<file path="config.mk">
export PLATFORM = sky130hd
export DESIGN_NAME = mem_initiator
export DESIGN_NICKNAME = d
export VERILOG_FILES = /design/src/rtl/mem_bus_pkg.sv /design/src/rtl/mem_timeout_cnt.sv /design/src/rtl/mem_initiator.sv
export SDC_FILE = /design/constraint.sdc
export NUM_CORES = 1
export LEC_CHECK = 0
export BUFFER_PORTS_ARGS = -buffer_cell sky130_fd_sc_hd__buf_2
export CAP_MARGIN = 30
export CORE_UTILIZATION = 50
export CTS_CLUSTER_SIZE = 16
export DETAILED_ROUTE_END_ITERATION = 8
export PLACE_DENSITY = 0.82
export SLEW_MARGIN = 30
export SYNTH_ARGS = -nofsm -noshare
export SYNTH_HDL_FRONTEND = slang
export SYNTH_SLANG_ARGS = --single-unit
</file>
<file path="constraint.sdc">
create_clock -name clk -period 3.86 [get_ports clk]
set_clock_uncertainty 0.2 [all_clocks]
set_input_delay 0.386 -clock clk [delete_from_list [all_inputs] [get_ports clk]]
set_output_delay 0.386 -clock clk [all_outputs]
set_load 0.01 [all_outputs]
</file>
<file path="src/rtl/mem_bus_pkg.sv">
// Shared types and constants for the memory-bus initiator and its GPIO8 peripheral map.
// No logic here: state encoding, data width and register offsets only.
package mem_bus_pkg;

  localparam int DATA_W = 32;

  // GPIO8 peripheral word offsets
  localparam logic [1:0] GPIO8_ENO = 2'd0;
  localparam logic [1:0] GPIO8_IN  = 2'd1;
  localparam logic [1:0] GPIO8_OUT = 2'd2;

  typedef enum logic [1:0] {
    IDLE    = 2'd0,
    BUS     = 2'd1,
    WAIT_RD = 2'd2,
    RESP    = 2'd3
  } state_t;

endpackage

</file>
<file path="src/rtl/mem_timeout_cnt.sv">
// Bus-wait watchdog: counts stalled BUS cycles, tc flags the cycle that reaches TIMEOUT.
// tc is combinational on the current count and enable; TIMEOUT=0 never fires.
module mem_timeout_cnt #(
  parameter int TIMEOUT = 15
) (
  input  logic clk,
  input  logic rst_n,
  input  logic clear,
  input  logic enable,
  output logic tc
);

  localparam logic [7:0] TC_VAL = 8'((TIMEOUT > 0) ? TIMEOUT - 1 : 0);

  logic [7:0] cnt;

  always_ff @(posedge clk or negedge rst_n) begin
    if (!rst_n) begin
      cnt <= '0;
    end else if (clear) begin
      cnt <= '0;
    end else if (enable) begin
      cnt <= cnt + 8'd1;
    end
  end

  // Fires on the stalled cycle that would make the count equal TIMEOUT.
  assign tc = (TIMEOUT != 0) && enable && (cnt == TC_VAL);

endmodule

</file>
<file path="src/rtl/mem_initiator.sv">
// Single-outstanding bus initiator: request -> bus access -> optional read latency -> response.
// Min 3 cycles per write, 3+RDATA_LAT per read; new requests are held off until the response drains.
module mem_initiator
  import mem_bus_pkg::*;
#(
  parameter int ADDR_W    = 2,
  parameter int RDATA_LAT = 1,
  parameter int TIMEOUT   = 15
) (
  input  logic              clk,
  input  logic              rst_n,
  input  logic              i_req_valid,
  output logic              o_req_ready,
  input  logic [ADDR_W-1:0] i_req_addr,
  input  logic              i_req_wen,
  input  logic [DATA_W-1:0] i_req_wdata,
  output logic              o_mem_valid,
  output logic [ADDR_W-1:0] o_mem_addr,
  output logic              o_mem_wen,
  output logic [DATA_W-1:0] o_mem_wdata,
  input  logic              i_mem_ready,
  input  logic [DATA_W-1:0] i_mem_rdata,
  output logic              o_rsp_valid,
  input  logic              i_rsp_ready,
  output logic [DATA_W-1:0] o_rsp_rdata,
  output logic              o_rsp_err
);

  localparam logic [1:0] LAT_LAST = 2'((RDATA_LAT > 0) ? RDATA_LAT - 1 : 0);

  state_t     state;
  logic [1:0] lat_cnt;
  logic       accept;
  logic       tmo_en;
  logic       tmo_tc;

  assign o_req_ready = (state == IDLE);
  assign accept      = i_req_valid && o_req_ready;
  assign tmo_en      = (state == BUS) && !i_mem_ready;

  mem_timeout_cnt #(
    .TIMEOUT (TIMEOUT)
  ) u_tmo (
    .clk    (clk),
    .rst_n  (rst_n),
    .clear  (accept),
    .enable (tmo_en),
    .tc     (tmo_tc)
  );

  always_ff @(posedge clk or negedge rst_n) begin
    if (!rst_n) begin
      state       <= IDLE;
      lat_cnt     <= '0;
      o_mem_valid <= 1'b0;
      o_mem_addr  <= '0;
      o_mem_wen   <= 1'b0;
      o_mem_wdata <= '0;
      o_rsp_valid <= 1'b0;
      o_rsp_rdata <= '0;
      o_rsp_err   <= 1'b0;
    end else begin
      case (state)
        IDLE: begin
          if (accept) begin
            o_mem_addr  <= i_req_addr;
            o_mem_wen   <= i_req_wen;
            o_mem_wdata <= i_req_wdata;
            o_mem_valid <= 1'b1;
            state       <= BUS;
          end
        end
        BUS: begin
          // Ready wins over a coincident timeout terminal count.
          if (i_mem_ready) begin
            o_mem_valid <= 1'b0;
            if (o_mem_wen) begin
              o_rsp_rdata <= '0;
              o_rsp_err   <= 1'b0;
              o_rsp_valid <= 1'b1;
              state       <= RESP;
            end else if (RDATA_LAT == 0) begin
              o_rsp_rdata <= i_mem_rdata;
              o_rsp_err   <= 1'b0;
              o_rsp_valid <= 1'b1;
              state       <= RESP;
            end else begin
              lat_cnt <= '0;
              state   <= WAIT_RD;
            end
          end else if (tmo_tc) begin
            o_mem_valid <= 1'b0;
            o_rsp_rdata <= '0;
            o_rsp_err   <= 1'b1;
            o_rsp_valid <= 1'b1;
            state       <= RESP;
          end
        end
        WAIT_RD: begin
          if (lat_cnt == LAT_LAST) begin
            o_rsp_rdata <= i_mem_rdata;
            o_rsp_err   <= 1'b0;
            o_rsp_valid <= 1'b1;
            state       <= RESP;
          end else begin
            lat_cnt <= lat_cnt + 2'd1;
          end
        end
        RESP: begin
          if (i_rsp_ready) begin
            o_rsp_valid <= 1'b0;
            state       <= IDLE;
          end
        end
        default: state <= IDLE;
      endcase
    end
  end

endmodule

</file>
==> results of run 1 <==
[layer usage]
metal	GRT usage, %	share of wire [%]
met5	0	0
met4	9.39	1.5
met3	5.18	7.0
met2	37.7	47
met1	23.9	44
[synth_stat cells]
cell         n
a211o_1      1
a211oi_1     3
a21o_1       2
a21oi_1      5
a22o_1       1
a31oi_1      1
a41o_1       1
a41oi_1      1
and2_1       1
buf_6        3
clkbuf_1    13
dfrtp_1     82
ha_1         8
inv_1       42
mux2_2       2
mux2i_1     33
nand2_1    146
nand2b_1     3
nand3_1      1
nand3b_1     2
nand4_1      2
nor2_1      10
nor2b_1      1
nor3_1       1
o2111ai_4    1
o21ai_0      5
o221ai_1     1
o22a_1       1
o31a_1       2
o31ai_4      1
or3_1        2
or4b_4       1
xnor2_1      2
xor2_1       1
[state kept, by name, indices dropped and copies added (netlist names)]
| name | flops |
|---|---|
| o_mem_addr | 2 |
| o_rsp_err | 1 |
| o_rsp_rdata | 32 |
| lat_cnt | 2 |
| o_mem_wen | 1 |
| state | 2 |
| o_mem_wdata | 32 |
| o_mem_valid | 1 |
| u_tmo.cnt | 8 |
| o_rsp_valid | 1 |
[per-stage QoR]
| step | utilization [%] | setup slack (ns) | hold WS [ns] | area [um2] |
|---|---|---|---|---|
| floorplan | - | 1.71 | -0.110 | 3660 |
| global placement | 64.0 | 1.15 | 0.253 | 4450 |
| detailed placement | 64.1 | 1.01 | 0.257 | 4450 |
| CTS | 67.4 | 0.981 | 0.00765 | 4680 |
| global route | 67.4 | 0.817 | 0.0142 | 4680 |
| finish | 67.4 | 1.01 | 0.0244 | 4680 |
[cells in the final DEF, fill, tap and decap left out, types with 2 or more instances in the layout]
cell         n
inv_1       42
ha_1         8
nor2_1      10
buf_2      141
a21oi_1      5
clkbuf_8    10
xnor2_1      2
mux2i_1     33
o21ai_0      5
or3_1        2
a21o_1       2
a211oi_1     3
nand4_1      2
nand3b_1     2
mux2_2       2
dfrtp_1     82
nand2_1    146
bufinv_16    2
buf_4        4
nand2b_1     3
o31a_1       2
[layout make-up]
class / instances / share of cell area, %
inverters: 42 / 3.37
repair buffers: 147 / 16.2
multi-input cells: 242 / 29.3
clock inverters: 4 / 1.63
clock buffers: 11 / 3.02
flip-flops and latches: 82 / 43.9
well taps: 96 / 2.57
[power groups by stage]
stage	Clock [uW]	Sequential (uW)	Combinational (uW)
after floorplan	0	1550	933
after global placement	0	1390	1540
after detailed placement	0	1410	1610
after CTS	689	1400	1610
after global routing	717	1440	1770
final	670	1400	1580
[critical path: stages (launching register included)]
cell,delay [ns]
dfrtp_1,0.43
inv_1,0.12
ha_1,0.41
nor2b_1,0.43
o31ai_4,0.17
o2111ai_4,0.33
buf_4,0.43
mux2i_1,0.24
[cell families after synthesis]
family | Yosys count | share of synthesized area (%)
xor+xnor | 3 | 0.717
fa+ha+maj | 8 | 2.73
simple gates | 170 | 18.6
buf+inv | 58 | 6.56
mux | 35 | 9.63
flops | 82 | 56.0
compound gates | 26 | 5.80
[worst min-delay path by stage]
| stage | startpoint | end | slack [ns] | depth (start not counted) |
|---|---|---|---|---|
| global route | i_req_wdata[8] | o_mem_wdata[8] | 0.01 | 3 |
| floorplan | rst_n | lat_cnt[0] | -0.11 | 0 |
| global placement | o_mem_addr[0] | o_mem_addr[0] | 0.25 | 2 |
| detailed placement | o_mem_wdata[10] | o_mem_wdata[10] | 0.26 | 2 |
| CTS | i_req_wdata[23] | o_mem_wdata[23] | 0.008 | 3 |
| finish | i_req_wdata[23] | o_mem_wdata[23] | 0.02 | 3 |
==> run metrics, run 1 <==
number of H-tree levels=3; first-pass GRT wire length=about 13,000 um; kind of launch point of the worst setup path=flop; run status=finished, final reports clean; combined global-route utilization of all metal layers=between 20% and 30%; leading area contributor after synthesis=dfrtp_1; power density of the placed cells=between 700 and 800 nW/um2; count of different cell masters after synthesis=34; number of filler cells placed in the layout=between 500 and 600; Die X-Extent=approximately 88 um; area overhead of the layout relative to synthesis=27.6%; unrepaired setup endpoints after global routing=no; top-level I/O count=between 100 and 150; share of cells above drive strength 1=a little under a third; share of power burned in registers=38.2%; vertical extent of the die=a little under 90 um; sequential element share of the synthesized area=between 50% and 60%; period utilization=73.8%; clock power share=between 15 and 20%; TritonCTS clock tree=done; total congestion overflow=0; worst reg2reg path endpoint=o_rsp_rdata[17]; number of cells after detailed placement=between 600 and 700; first-pass iteration count of the detailed router=4; row count=30; Final Hold Fails=0; number of nets with antenna violations after routing=0; initial core utilization=between 50% and 60%; total standard cell area after synthesis=around 3700 um2; CTS Hold Buffers Added=1; switching power share of the total=a little under two fifths; slew at the pin closest to its max-slew limit=slightly above 0.7 ns; peak fanout along the critical path=19; DRC viols=0; root buffer selected by CTS=clkbuf_8; area of the core region=between 6000 and 7000 um2; number of cells on the worst reg-to-reg path=7; Net Count, Synth=~460; cells taking the most area after synthesis=dfrtp_1 (56%), nand2_1 (15%), mux2i_1 (9.0%); Post-CTS Setup Bufs=0; maximum clock rate=between 300 and 400 MHz; final total power=between 3000 and 4000 uW; clock buffers created by TritonCTS=9; mean area per synthesized cell=about 9.6 um2; Final Non-Filler Cells=624; Min-Delay Path Class=primary input to flop; wirelength, routed=~7700 um; sum of negative setup slack=0 ns; weighted congestion reported at the end of routability-driven placement=0.866; internal power=about 2300 uW; standby leakage power=0.00268 uW; Multi-input gate area=about 1400 um2; CTS max path bufs=2; worst setup path endpoint=o_rsp_rdata[17]; data required time of the critical path=slightly below 4 ns; count of input and output buffers=142; first element of the critical path=state[1]; routed wirelength normalized by instance count=between 10 and 15 um; number of sinks driven by the clock tree=a little over 80; synthesized instance count=between 300 and 400; Seq cells post-synth=82; Sequential Area=a little over 2000 um2; crit path kind=flop to flop; number of antenna violations at the first check in global routing=0; sum of net half-perimeters after detailed placement=approximately 5500 um; CP Capture Type=flop; R2R setup slack=slightly above 1 ns; data arrival time of the worst path=about 2.9 ns; Combinational Power Share=a little over two fifths; max-capacitance violation count=0; Min Clock Period, post-route=~2.8 ns; max-slew violation total from the final report=0; first-iteration detailed-routing DRC count=92; Via Count=around 3,000; antenna fix cells=0; Final nets=604; Setup-failing EPs final=0; clock slew at the register clock pins of the worst setup and hold paths=0.08 ns; vias in the first global route=slightly below 3,000; number of gates resized after cts=0; maximum ir drop on the vdd rail=0.404 mV; count of synthesis-stage warnings from yosys=0; maximum number of pins on one net before global-route repair=83; share of Yosys cell area claimed by the top area cell type=a little under three fifths; Slew headroom=52.7%; clock latency of the later-clocked register in the worst-skew pair=0.34 ns; die area=around 7700 um2; post-detailed-route via-to-cell ratio=around 4.8; net switching power figure=1390 uW; origin of the critical flop-to-flop path=state[1]
Power figures use the tool's default switching activity.
==> run 2, diff against run 1 <==
--- a/config.mk
+++ b/config.mk
@@ -7,10 +7,10 @@
 export LEC_CHECK = 0
 export BUFFER_PORTS_ARGS = -buffer_cell sky130_fd_sc_hd__buf_2
 export CAP_MARGIN = 30
-export CORE_UTILIZATION = 50
+export CORE_UTILIZATION = 49
 export CTS_CLUSTER_SIZE = 16
 export DETAILED_ROUTE_END_ITERATION = 8
-export PLACE_DENSITY = 0.82
+export PLACE_DENSITY = 0.8
 export SLEW_MARGIN = 30
 export SYNTH_ARGS = -nofsm -noshare
 export SYNTH_HDL_FRONTEND = slang
==> constraint.sdc (replaced) <==
create_clock -name clk -period 2.68 [get_ports clk]
set_clock_uncertainty 0.2 [all_clocks]
set_input_delay 0.268 -clock clk [delete_from_list [all_inputs] [get_ports clk]]
set_output_delay 0.268 -clock clk [all_outputs]
set_load 0.01 [all_outputs]
==> run 2 against run 1 <==
  * Routed wire length grew 23%
  * Final cell count grew 12%
  * Register-to-register slack lost 0.65 ns
  * Cell area grew 15%
  * Via count grew 11%
  * Flip-flop and latch count is the same
  * Sequential share of layout area shrank 5.8 points
  * Count of clock-buffer cells in the layout is the same
  * Largest cell class unchanged
==> run metrics, run 2 (synthesized netlist as in run 1, its figures left out) <==
maximum ir drop on the vdd rail=0.518 mV; clock buffers created by TritonCTS=9; Post-CTS Setup Bufs=0; max-slew violation total from the final report=0; number of gates resized after cts=0; worst reg2reg path endpoint=o_rsp_rdata[5]; clock latency of the later-clocked register in the worst-skew pair=about 0.34 ns; R2R setup slack=approximately 0.36 ns; Final Hold Fails=0; root buffer selected by CTS=clkbuf_8; area of all placed cells without fillers=about 5400 um2; number of antenna violations at the first check in global routing=0; power density of the placed cells=between 1000 and 1500 nW/um2; maximum clock rate=between 400 and 500 MHz; Final nets=about 680; vias in the first global route=3,315; number of filler cells placed in the layout=between 400 and 500; most common cell after layout, fill and taps aside=nand2_1; max-capacitance violation count=0; first-pass GRT wire length=about 15,000 um; total congestion overflow=0; share of cells above drive strength 1=approximately 28%; first-iteration detailed-routing DRC count=114; number of cells on the worst reg-to-reg path=7; wirelength, routed=between 9000 and 10,000 um; Sequential Area=a little over 2000 um2; CTS Hold Buffers Added=68; clock slew at the register clock pins of the worst setup and hold paths=approximately 0.080 ns; die area=about 7800 um2; largest registers=o_mem_wdata x32, o_rsp_rdata x32, u_tmo.cnt x8; data arrival time of the worst path=between 2 and 2.5 ns; vertical extent of the die=88.5 um; run status=finished, final reports clean; top-level I/O count=143; crit path kind=flop to flop; peak fanout along the critical path=17; Die X-Extent=about 88 um; final total power=between 5000 and 6000 uW; unrepaired setup endpoints after global routing=no; post-detailed-route via-to-cell ratio=~4.8; Slew headroom=around 50%; TritonCTS clock tree=done; initial core utilization=about half; number of H-tree levels=3; CTS max path bufs=2; standby leakage power=approximately 0.003 uW; area of the core region=7250 um2; Via Count=3,361; period utilization=between 80% and 90%; DRC viols=0; Min Clock Period, post-route=~2.3 ns; number of nets with antenna violations after routing=0; kind of launch point of the worst setup path=flop; origin of the critical flop-to-flop path=u_tmo.cnt[0]; Multi-input gate area=1370 um2; maximum number of pins on one net before global-route repair=83; antenna fix cells=0; combined global-route utilization of all metal layers=between 20% and 30%; standard cell area after detailed placement=4490 um2; sum of net half-perimeters after detailed placement=approximately 5500 um; weighted congestion reported at the end of routability-driven placement=between 0.7 and 0.8; row count=31; routed wirelength normalized by instance count=approximately 14 um; worst hold path startpoint=i_rsp_ready; data required time of the critical path=2.69 ns; number of sinks driven by the clock tree=82; Min-Delay Path Class=primary input to flop; Setup-failing EPs final=0; CP Capture Type=flop; area overhead of the layout relative to synthesis=47.1%; leading cell types in the layout, fill and taps excluded=nand2_1 (146), buf_2 (141), dfrtp_1 (82), dlygate4sd3_1 (68), inv_1 (42); count of input and output buffers=142; first-pass iteration count of the detailed router=4; slew at the pin closest to its max-slew limit=~0.74 ns; sum of negative setup slack=0 ns; number of instances on the worst hold path=4; hold worst-path end=o_rsp_valid
## run 2: worst max path at each step
| stage | from | end | cells after the start |
|---|---|---|---|
| after floorplan | u_tmo.cnt[0] | o_rsp_rdata[10] | 7 |
| after global placement | u_tmo.cnt[0] | o_rsp_rdata[11] | 7 |
| after detailed placement | u_tmo.cnt[0] | o_rsp_rdata[15] | 7 |
| after CTS | u_tmo.cnt[0] | o_rsp_rdata[15] | 7 |
| after global routing | u_tmo.cnt[0] | o_rsp_rdata[27] | 7 |
| final | u_tmo.cnt[0] | o_rsp_rdata[5] | 7 |
## run 2: power by group
part           leakage (uW)  internal, uW  switching, uW
registers           0.00107          1740            291
logic               0.00181          1080           1380
clock network      0.000109           547            417
total               0.00299          3360           2090
## run 2: area by class of cell
type / count / area share (%)
clock buffers: 11 / 2.62
clock inverters: 5 / 1.44
inverters: 42 / 2.92
multi-input cells: 242 / 25.5
flip-flops and latches: 82 / 38.1
well taps: 99 / 2.30
repair buffers: 219 / 27.2
## run 2: through the flow
| stage | cells | util [%] | setup slack (ns) | hold WS [ns] |
|---|---|---|---|---|
| 6_report | 700 | 74.3 | 0.364 | 0.112 |
| 5_1_grt | 700 | 74.3 | 0.268 | 0.115 |
| 3_5_place_dp | 616 | 61.9 | 0.371 | 0.164 |
| 4_1_cts | 700 | 74.3 | 0.363 | 0.0967 |
| 3_3_place_gp | 616 | 61.9 | 0.429 | 0.253 |
| 2_1_floorplan | 382 | - | 0.528 | -0.228 |
## run 2: routing by layer
layer,up-vias,track usage (%),share of wire [%]
met5,-,0,0
met4,0,12.2,2.4
met3,24,5.41,6.9
met2,147,42.1,48
met1,1569,29.1,43
li1,1621,-,-
## run 2: worst max-delay path: stages, from the launching register on
cell and delay [ns]:
dfrtp_1 0.41, inv_1 0.09, ha_1 0.14, or4b_4 0.48
o31ai_4 0.26, o2111ai_4 0.18, buf_4 0.26, mux2i_1 0.15
